**config.mk**
```make
export PLATFORM = sky130hd
export DESIGN_NAME = alu_op_driver
export DESIGN_NICKNAME = d
export VERILOG_FILES = /design/src/rtl/alu_op_driver.sv
export SDC_FILE = /design/constraint.sdc
export NUM_CORES = 1
export LEC_CHECK = 0
export BUFFER_PORTS_ARGS = -buffer_cell sky130_fd_sc_hd__buf_2
export CAP_MARGIN = 30
export CELL_PAD_IN_SITES_DETAIL_PLACEMENT = 1
export CELL_PAD_IN_SITES_GLOBAL_PLACEMENT = 2
export CORE_MARGIN = 2
export CORE_UTILIZATION = 25
export DETAILED_ROUTE_END_ITERATION = 7
export PLACE_DENSITY = 0.9
export SYNTH_ARGS = -nofsm -noshare
export SYNTH_HDL_FRONTEND = slang
export SYNTH_SLANG_ARGS = --single-unit
```
**constraint.sdc**
```tcl
create_clock -name clk -period 1.95 [get_ports clk]
set_input_delay 0.4875 -clock clk [delete_from_list [all_inputs] [get_ports clk]]
set_output_delay 0.4875 -clock clk [all_outputs]
set_load 0.01 [all_outputs]
```
**src/rtl/alu_op_driver.sv**
```systemverilog
`timescale 1ns/1ps
// -----------------------------------------------------------------------------
// alu_op_driver
//
// Command-side sequencer for a small combinational ALU. Accepts one request
// (sel, A, B) over a valid/ready handshake, drives the ALU inputs from
// registers, waits SETTLE cycles for the ALU output to settle, captures X and
// returns it over a second valid/ready handshake. Only one operation is in
// flight at a time.
//
// Optional feature: define ALU_CHECK_EN to compare each captured X against the
// expected value supplied with the command (rsp_err, saturating err_cnt).
// Without it cmd_exp is ignored and rsp_err/err_cnt are constant 0.
//
// Parameters:
//   WIDTH   operand/result width
//   SEL_W   ALU select width
//   SETTLE  cycles from driving operands to capturing X (legal 1..15)
//
// Ports:
//   clk, rst                  rising-edge clock, synchronous active-high reset
//   cmd_valid/cmd_ready       request handshake
//   cmd_sel/cmd_a/cmd_b       requested operation and operands
//   cmd_exp                   expected result (checker only)
//   alu_sel/alu_a/alu_b       registered drive to the ALU (held after use)
//   alu_x                     ALU result
//   rsp_valid/rsp_ready       response handshake
//   rsp_x/rsp_sel             captured result and the select that produced it
//   rsp_err                   captured result differed from cmd_exp
//   err_cnt                   saturating mismatch count, cleared only by rst
//   busy                      high in any state except IDLE
// -----------------------------------------------------------------------------
module alu_op_driver #(
    parameter int WIDTH  = 6,
    parameter int SEL_W  = 4,
    parameter int SETTLE = 1
) (
    input  logic             clk,
    input  logic             rst,
    input  logic             cmd_valid,
    output logic             cmd_ready,
    input  logic [SEL_W-1:0] cmd_sel,
    input  logic [WIDTH-1:0] cmd_a,
    input  logic [WIDTH-1:0] cmd_b,
    input  logic [WIDTH-1:0] cmd_exp,
    output logic [SEL_W-1:0] alu_sel,
    output logic [WIDTH-1:0] alu_a,
    output logic [WIDTH-1:0] alu_b,
    input  logic [WIDTH-1:0] alu_x,
    output logic             rsp_valid,
    input  logic             rsp_ready,
    output logic [WIDTH-1:0] rsp_x,
    output logic [SEL_W-1:0] rsp_sel,
    output logic             rsp_err,
    output logic [7:0]       err_cnt,
    output logic             busy
);

    typedef enum logic [1:0] {
        ST_IDLE,
        ST_SETTLE,
        ST_RESP
    } state_t;

    // Out-of-range SETTLE values are clamped into the 4-bit counter's 1..15.
    localparam int SETTLE_CLAMP = (SETTLE < 1) ? 1 : ((SETTLE > 15) ? 15 : SETTLE);
    localparam logic [3:0] SETTLE_CNT = 4'(SETTLE_CLAMP);

    state_t           state_q;
    logic [3:0]       cnt_q;
    logic [SEL_W-1:0] alu_sel_q;
    logic [WIDTH-1:0] alu_a_q;
    logic [WIDTH-1:0] alu_b_q;
    logic [WIDTH-1:0] rsp_x_q;
    logic [SEL_W-1:0] rsp_sel_q;

    logic accept;
    logic capture;

    // Handshake outputs depend on registered state only, so there is no
    // combinational path from cmd_valid or rsp_ready.
    assign cmd_ready = (state_q == ST_IDLE);
    assign rsp_valid = (state_q == ST_RESP);
    assign busy      = (state_q != ST_IDLE);

    assign accept  = (state_q == ST_IDLE) && cmd_valid;
    // The counter was loaded with SETTLE on the accept edge, so reaching 1
    // here lands the capture exactly SETTLE edges after accept.
    assign capture = (state_q == ST_SETTLE) && (cnt_q == 4'd1);

    // NOTE: sequential state uses non-blocking assignments so every register
    // samples the pre-edge values of the others, independent of statement order.
    always_ff @(posedge clk) begin
        if (rst) begin
            state_q   <= ST_IDLE;
            cnt_q     <= '0;
            alu_sel_q <= '0;
            alu_a_q   <= '0;
            alu_b_q   <= '0;
            rsp_x_q   <= '0;
            rsp_sel_q <= '0;
        end else begin
            case (state_q)
                ST_IDLE: begin
                    if (accept) begin
                        alu_sel_q <= cmd_sel;
                        alu_a_q   <= cmd_a;
                        alu_b_q   <= cmd_b;
                        cnt_q     <= SETTLE_CNT;
                        state_q   <= ST_SETTLE;
                    end
                end
                ST_SETTLE: begin
                    cnt_q <= cnt_q - 4'd1;
                    if (capture) begin
                        rsp_x_q   <= alu_x;
                        rsp_sel_q <= alu_sel_q;
                        state_q   <= ST_RESP;
                    end
                end
                ST_RESP: begin
                    if (rsp_ready) begin
                        state_q <= ST_IDLE;
                    end
                end
                default: state_q <= ST_IDLE;
            endcase
        end
    end

    assign alu_sel = alu_sel_q;
    assign alu_a   = alu_a_q;
    assign alu_b   = alu_b_q;
    assign rsp_x   = rsp_x_q;
    assign rsp_sel = rsp_sel_q;

`ifdef ALU_CHECK_EN
    logic [WIDTH-1:0] exp_q;
    logic             rsp_err_q;
    logic [7:0]       err_cnt_q;
    logic             mismatch;
    logic [7:0]       err_cnt_d;

    assign mismatch = (alu_x != exp_q);

    always_comb begin
        err_cnt_d = err_cnt_q;
        if (capture && mismatch && (err_cnt_q != 8'hFF)) begin
            err_cnt_d = err_cnt_q + 8'd1;
        end
    end

    // NOTE: exp_q carries no reset; it is always written on accept before the
    // capture that reads it, so resetting it would only add reset fan-out.
    always_ff @(posedge clk) begin
        if (accept) begin
            exp_q <= cmd_exp;
        end
    end

    always_ff @(posedge clk) begin
        if (rst) begin
            rsp_err_q <= 1'b0;
            err_cnt_q <= '0;
        end else begin
            if (capture) begin
                rsp_err_q <= mismatch;
            end
            err_cnt_q <= err_cnt_d;
        end
    end

    assign rsp_err = rsp_err_q;
    assign err_cnt = err_cnt_q;
`else
    // Checker not built: the expected value is deliberately discarded.
    logic unused_cmd_exp;
    assign unused_cmd_exp = ^cmd_exp;

    assign rsp_err = 1'b0;
    assign err_cnt = 8'd0;
`endif

endmodule

```
### Word-level counts from Yosys, hierarchy flattened

Cells that the tools add are included.

* equal/unequal tests: 6
* multiplexer cells: 6
* reductions and logical operators: 9
* $add $sub $neg: 1

Operators by type and width (number)
* $pmux W4 S2: 1
* $mux W2: 3
* $pmux W2 S3: 1
* $reduce_and A2 Y1: 3
* $eq A4 B1 Y1 const B: 1
* $mux W4: 1
* $ne A2 B1 Y1 const B: 2
* $reduce_bool A2 Y1: 2
* $sub A4 B1 Y4 const B: 1
* $reduce_and A3 Y1: 1
* $eq A2 B1 Y1 const B: 1
* $eq A2 B2 Y1 const B: 1
* $logic_and A1 B1 Y1: 2
* $logic_not A2 Y1: 1
* $ne A2 B2 Y1 const B: 1

* register bits: 32
* input port bits: 32
* word-level logic and storage cells: 29

### Longest topological paths before layout

Gate-level depths: netlist of run 1.

* depth after elaboration: 4
* depth in mapped cells: 6

### Least setup slack after synthesis of run 1

Ideal clock, no wire load.

* path kind: register to output
* from: register state_q[0]
* to: output cmd_ready
* cell stages (with the launch flop): 4
* path slack: 0.624 ns
* data arrival time: 0.838 ns
* path through: dfxtp_1 buf_6 or2_2 inv_1

* word-level cells in the longest chain between the ends: 1

Ends and longest elaborated chain
* start: declaration: line 69 `state_t state_q;`
* start signal: assignment: line 95 `state_q <= ST_IDLE;`
* start signal: assignment: line 110 `state_q <= ST_SETTLE;`
* start signal: assignment: line 118 `state_q <= ST_RESP;`
* $logic_not A2 Y1: line 82 `assign cmd_ready = (state_q == ST_IDLE);`
* end: declaration: line 41 `output logic cmd_ready,`

No other way between the ends.

### Worst setup path in the final report of run 1

Same ends and word-level chain as after synthesis.

==> metrics.txt, run 1 <==
drt drc 0; WP data required 1.46 ns; dpl hpwl 2250 um; largest family of logic cells by synthesized area simple AND/OR/NAND/NOR gates; Port Buffer Count 54; Switch Pwr 0.000391 W; EDFF count, synth 0; share of flip-flops with an asynchronous set or reset 0; initial core utilization 0.258; Synth area leader dfxtp_1; via count 1174; Resized cells post-CTS 0; Ant. Diodes 0; cell area after synthesis 1420 um^2; drt first-iter violations 13; vias in the first global route 1175; clk slew on worst S/H paths 0.06 ns; Tcrit/Tclk final 0.843; design area 1790 um^2; CTS tree built; met1 usage 0.118; Simple-Gate Fraction of Synth Area 0.251; top cells by area, synth dfxtp_1 (45%), nand2b_1 (9.3%), nand2_1 (9.0%); Placed Instance Area 1700 um^2; CP Buf/Inv Count 2; Cell variety after synth 29; met2 Use GR 0.187; Die Y 79.4 um; final setup fails 0; Top Ports 70; Critical Path End Type output port; Min-Delay Path Class input pin to flop; Slowest-stage cell, CP dfxtp_1; Die W 79.4 um; Clock Skew 0.00514 ns; most frequent cells in the layout buf_2 (54), nand2_1 (34), dfxtp_1 (32); pin count of the biggest net entering global routing 40; fraction of layout cells with a size suffix above 1 0.324; syn avg cell area 8.93 um^2; Pleak 0.812 nW; Max VDD drop 0.315 mV; hold buffer count at cts 0; CORE AREA 5510 um^2; postcts setup bufs 0; Vias per Instance 4.12; # fillers 688; nets 247; GR Overflow Total 0; Int Power 0.00112 W; CTS Buffer Depth 2; fin. max-slew vios 0; routability congestion estimate from global placement 0.741; Post-Synthesis Cells 159; Clock Power Share 0.360; Total Neg Setup Slack 0 ns; main flop type after synthesis dfxtp_1; Area Overhead vs Synth 26.3%; largest delay contributor family on the critical path flip-flops; initial antenna violation count 0; Yosys top cell area share 0.451; Combinational Power Share 0.160; mux contribution to synthesized area 0.0705; routed length per instance 11.0 um; Skew-Pair Late Insertion Delay 0.28 ns; Setup crit start kind flop; overall routing resource usage 0.106; min Tclk post-route 1.64 ns; Synth Area in XOR/XNOR 0; max_cap viols 0; Synthesis Warnings 0; Power Dens Cells 842 nW/um^2; DR pass1 iterations 4; Post-Synth Adder-Cell Area 0.0176; Placed Cells incl. Taps 278; switching share of power 0.259; final hold vios 0; Worst Path Max Fanout 8; commonest non-fill, non-tap cell in the layout buf_2; drt total wl 3140 um; total CTS buffers 5; CTS Root Cell clkbuf_8; Crit Path Class flop to output port; grt met3 use 0.0238; Seq/Total Area, Yosys 0.451; status completed; CP max stage delay 0.39 ns; critical path cell sequence or2_2 -> inv_1 -> buf_2; num rows 27; clock sink count 32; Final Non-Filler Cells 285; die area 6300 um^2; Synth Area in Compound Gates 0.101; WP data arrival 1.16 ns; flop and latch count out of synthesis 32; CTS H-tree depth 2; first-pass GRT wire length 5190 um; Slew HR 0.600; unrepaired setup endpoints after global routing false; Sequential Power Share 0.480; Fmax 609 MHz; grt peak-use layer met2; worst-margin pin slew 0.600 ns; Antenna Violating Nets Remaining 0
-- power by group through the flow --
stage                     sequential [W]  clock, W  combinational, W
after floorplan                 0.000748         0          0.000172
after global placement          0.000739         0          0.000242
after detailed placement        0.000741         0          0.000247
after CTS                       0.000726  0.000567          0.000248
after global routing            0.000732  0.000588          0.000277
final                           0.000726  0.000543          0.000242
-- metrics by stage --
step / util / power, W / worst slack, ns / hold slack [ns]
after floorplan: - / 0.000920 / 0.624 / 0.445
after global placement: 0.308 / 0.000982 / 0.336 / 0.441
after detailed placement: 0.308 / 0.000988 / 0.323 / 0.446
after CTS: 0.326 / 0.00154 / 0.289 / 0.435
after global routing: 0.326 / 0.00160 / 0.255 / 0.452
final: 0.326 / 0.00151 / 0.307 / 0.441
-- path summary, 6_finish.rpt --
path | startpoint | to | slack [ns] | cells after the start
worst max register to register | state_q[0] | alu_b[3] | 0.51 | 3
worst max-delay path | state_q[0] | cmd_ready | 0.31 | 3
worst min register to register | alu_b[4] | alu_b[4] | 0.45 | 2
worst min-delay path | cmd_b[5] | alu_b[5] | 0.44 | 3
-- worst register-to-register path, delay by kind of cell, from the launching register on --
kind	cells	cell delay [ns]
and+or+nand+nor	2	0.85
AOI/OAI and AO/OA	1	0.07
DFF	1	0.39
-- registers in the layout, summed over array words and instances (netlist names) --
signal / flops
alu_a: 6
alu_sel: 4
rsp_x: 6
state_q: 2
alu_b: 6
cnt_q: 4
rsp_sel: 4
-- per-layer routing --
metal  vias to the layer above  wire, um
li1                        602         -
met1                       528      1380
met2                        40      1530
met3                         4       188
met4                         0        40
met5                         -         0
-- final cells by class --
| type | instances | area [um^2] | share of cell area |
|---|---|---|---|
| multi-input combinational | 113 | 659 | 0.368 |
| sequential | 32 | 641 | 0.357 |
| inverter | 4 | 15.0 | 0.00837 |
| clock buffer | 7 | 96.3 | 0.0537 |
| timing repair buffer | 57 | 293 | 0.163 |
| tap | 72 | 90.1 | 0.0502 |
-- cell families (layout without fill, tap and decap cells) --
kind of cell | count (synthesis) | in the layout
buffers and inverters | 22 | 68
adder cells (fa/ha/maj) | 2 | 2
AO/OA/AOI/OAI | 25 | 25
other | 1 | 9
multiplexers | 10 | 10
flip-flops | 32 | 32
AND/OR/NAND/NOR | 67 | 67
-- cell usage after synthesis, drive strengths merged, types with 2 or more instances --
library cell   n
nand2         34
dfxtp         32
nand2b        21
a21oi         19
buf           14
mux2i         10
clkbuf         4
inv            4
ha             2
nand3b         2
nor2b          2
Note: power is estimated with default switching activity, not from simulation.
==> run 2, diff against run 1 <==
Clock period 1.95 ns to 1.6 ns, I/O delays scaled along.
==> run 2 against run 1 <==
Worst hold slack worse by 0.086 ns. Core utilization up 0.89 points. Count of clock-buffer cells in the layout down 1. Sequential share of layout area down 0.81 points. Critical endpoint unchanged. Final cell count up 1.4%. Die area unchanged.
==> metrics.txt, run 2 (synthesis gave the netlist of run 1 again) <==
overall routing resource usage 0.105 (was 0.106); nets 250 (was 247); top sig layer met4 (unchanged); Ant. Diodes 0 (unchanged); Die W 79.4 um (unchanged); Crit Path Class flop to output port (unchanged); via count 1204 (was 1174); total CTS buffers 5 (unchanged); DR pass1 iterations 4 (unchanged); num rows 27 (unchanged); CORE AREA 5510 um^2 (unchanged); WP data arrival 1.12 ns (was 1.16 ns); drt total wl 3300 um (was 3140 um); Port Buffer Count 54 (unchanged); hold buffer count at cts 0 (unchanged); status completed (unchanged); clock sink count 32 (unchanged); end of the critical path cmd_ready (unchanged); Critical Path End Type output port (unchanged); Total Power 0.00195 W (was 0.00151 W); Worst Path Max Fanout 8 (unchanged); worst r2r path cells 4 (was 3); max_cap viols 0 (unchanged); WP data required 1.20 ns (was 1.46 ns); drt first-iter violations 33 (was 13); CTS Root Cell clkbuf_8 (unchanged); pin count of the biggest net entering global routing 35 (was 40); final setup fails 0 (unchanged); CP Launch Point state_q[0] (unchanged); Crit Reg-Reg Endpoint rsp_x[2] (was alu_b[3]); Tcrit/Tclk final 0.952; reg2reg setup slack 0.30 ns (was 0.51 ns); CP max stage delay 0.37 ns (was 0.39 ns); die area 6300 um^2 (unchanged); fin. max-slew vios 0 (unchanged); Fmax 657 MHz; initial core utilization 0.258 (unchanged); fraction of layout cells with a size suffix above 1 0.341 (was 0.324); Critical R2R Launch state_q[0] (unchanged); critical path depth in cells 3 (unchanged); largest delay contributor family on the critical path flip-flops (unchanged); clk slew on worst S/H paths 0.07 ns (was 0.06 ns); initial antenna violation count 0 (unchanged); routed length per instance 11.4 um (was 11.0 um); drt drc 0 (unchanged); unrepaired setup endpoints after global routing false (unchanged); Min-Delay Path Class input pin to flop (unchanged); met2 WL 1680 um (was 1530 um); Slowest-stage cell, CP dfxtp_2 (was dfxtp_1); Max VDD drop 0.321 mV (was 0.315 mV); WL met3 194 um (was 188 um); GR Overflow Total 0 (unchanged); CP Buf/Inv Count 2 (unchanged); Total Neg Setup Slack 0 ns (unchanged); Pleak 0.835 nW (was 0.812 nW); most frequent cells in the layout buf_2 (54), nand2_1 (34), dfxtp_1 (30) (was buf_2 (54), nand2_1 (34), dfxtp_1 (32)); CTS tree built (unchanged); critical path cell sequence or2_2 -> inv_1 -> buf_2 (unchanged); final hold vios 0 (unchanged); Skew-Pair Late Insertion Delay 0.28 ns (about the same); Antenna Violating Nets Remaining 0 (unchanged); min Tclk post-route 1.52 ns; dpl hpwl 2410 um (was 2250 um); Clock Skew 0.00533 ns (was 0.00514 ns); first-pass GRT wire length 5140 um (was 5190 um); met1 WL 1400 um (was 1380 um); Die Y 79.4 um (unchanged); Vias per Instance 4.17 (was 4.12); vias in the first global route 1142 (was 1175); Area Overhead vs Synth 29.8% (was 26.3%); routability congestion estimate from global placement 0.660 (was 0.741); Power Dens Cells 1060 nW/um^2 (was 842 nW/um^2); Top Ports 70 (unchanged); # fillers 704 (was 688); commonest non-fill, non-tap cell in the layout buf_2 (unchanged); CTS Buffer Depth 2 (unchanged); CTS H-tree depth 2 (unchanged); Setup crit start kind flop (unchanged)
-- run 2: cell count changes in the layout (fill, tap and decap cells not counted), moves of 2 or more --
cell and delta:
clkbuf_8 -2, dfxtp_2 +2, buf_4 +2, dfxtp_1 -2
-- run 2: per-stage QoR --
| step | utilization | std cells | setup slack [ns] | area [um^2] | hold slack [ns] |
|---|---|---|---|---|---|
| floorplan | - | 167 | 0.320 | 1450 | 0.445 |
| global placement | 0.315 | 281 | 0.246 | 1730 | 0.439 |
| detailed placement | 0.315 | 281 | 0.183 | 1730 | 0.447 |
| CTS | 0.334 | 289 | 0.00775 | 1840 | 0.343 |
| global route | 0.335 | 289 | 0.0204 | 1840 | 0.347 |
| finish | 0.335 | 289 | 0.0773 | 1840 | 0.354 |
-- run 2: what timing repair did --
action | CTS | global route
endpoints found under the setup margin | 0 | 1
setup buffers | 0 | 0
gates resized for setup | 0 | 2
-- run 2: per-layer routing --
metal,vias to the layer above,GRT usage
li1,611,-
met1,555,0.120
met2,36,0.183
met3,2,0.0283
met4,0,0.0414
met5,-,0
-- run 2: worst min path at each step --
stage | depth (start not counted) | slack [ns] | to | start
after global placement | 2 | 0.44 | alu_b[3] | alu_b[3]
after floorplan | 2 | 0.44 | cnt_q[1] | cnt_q[1]
after CTS | 3 | 0.34 | alu_a[4] | cmd_a[4]
final | 3 | 0.35 | alu_a[4] | cmd_a[4]
after global routing | 3 | 0.35 | alu_b[5] | cmd_b[5]
after detailed placement | 2 | 0.45 | alu_b[5] | alu_b[5]
-- run 2: area by class of cell --
| type | instances | area (um^2) | share of cell area |
|---|---|---|---|
| clock inverter | 2 | 35.0 | 0.0190 |
| sequential | 32 | 643 | 0.349 |
| multi-input combinational | 113 | 659 | 0.358 |
| clock buffer | 6 | 72.6 | 0.0394 |
| timing repair buffer | 60 | 328 | 0.178 |
| tap | 72 | 90.1 | 0.0489 |
| inverter | 4 | 15.0 | 0.00815 |
-- run 2: where the power goes --
part	switching, W	internal (W)
clock network	0.000288	0.000462
registers	0.0000366	0.000849
logic	0.000167	0.000148
-- run 2: worst min-delay path: cells and delay by family --
kind / cells / cell delay, ns
buffers and inverters: 1 / 0.10
AO/OA/AOI/OAI: 1 / 0.05
AND/OR/NAND/NOR: 1 / 0.04
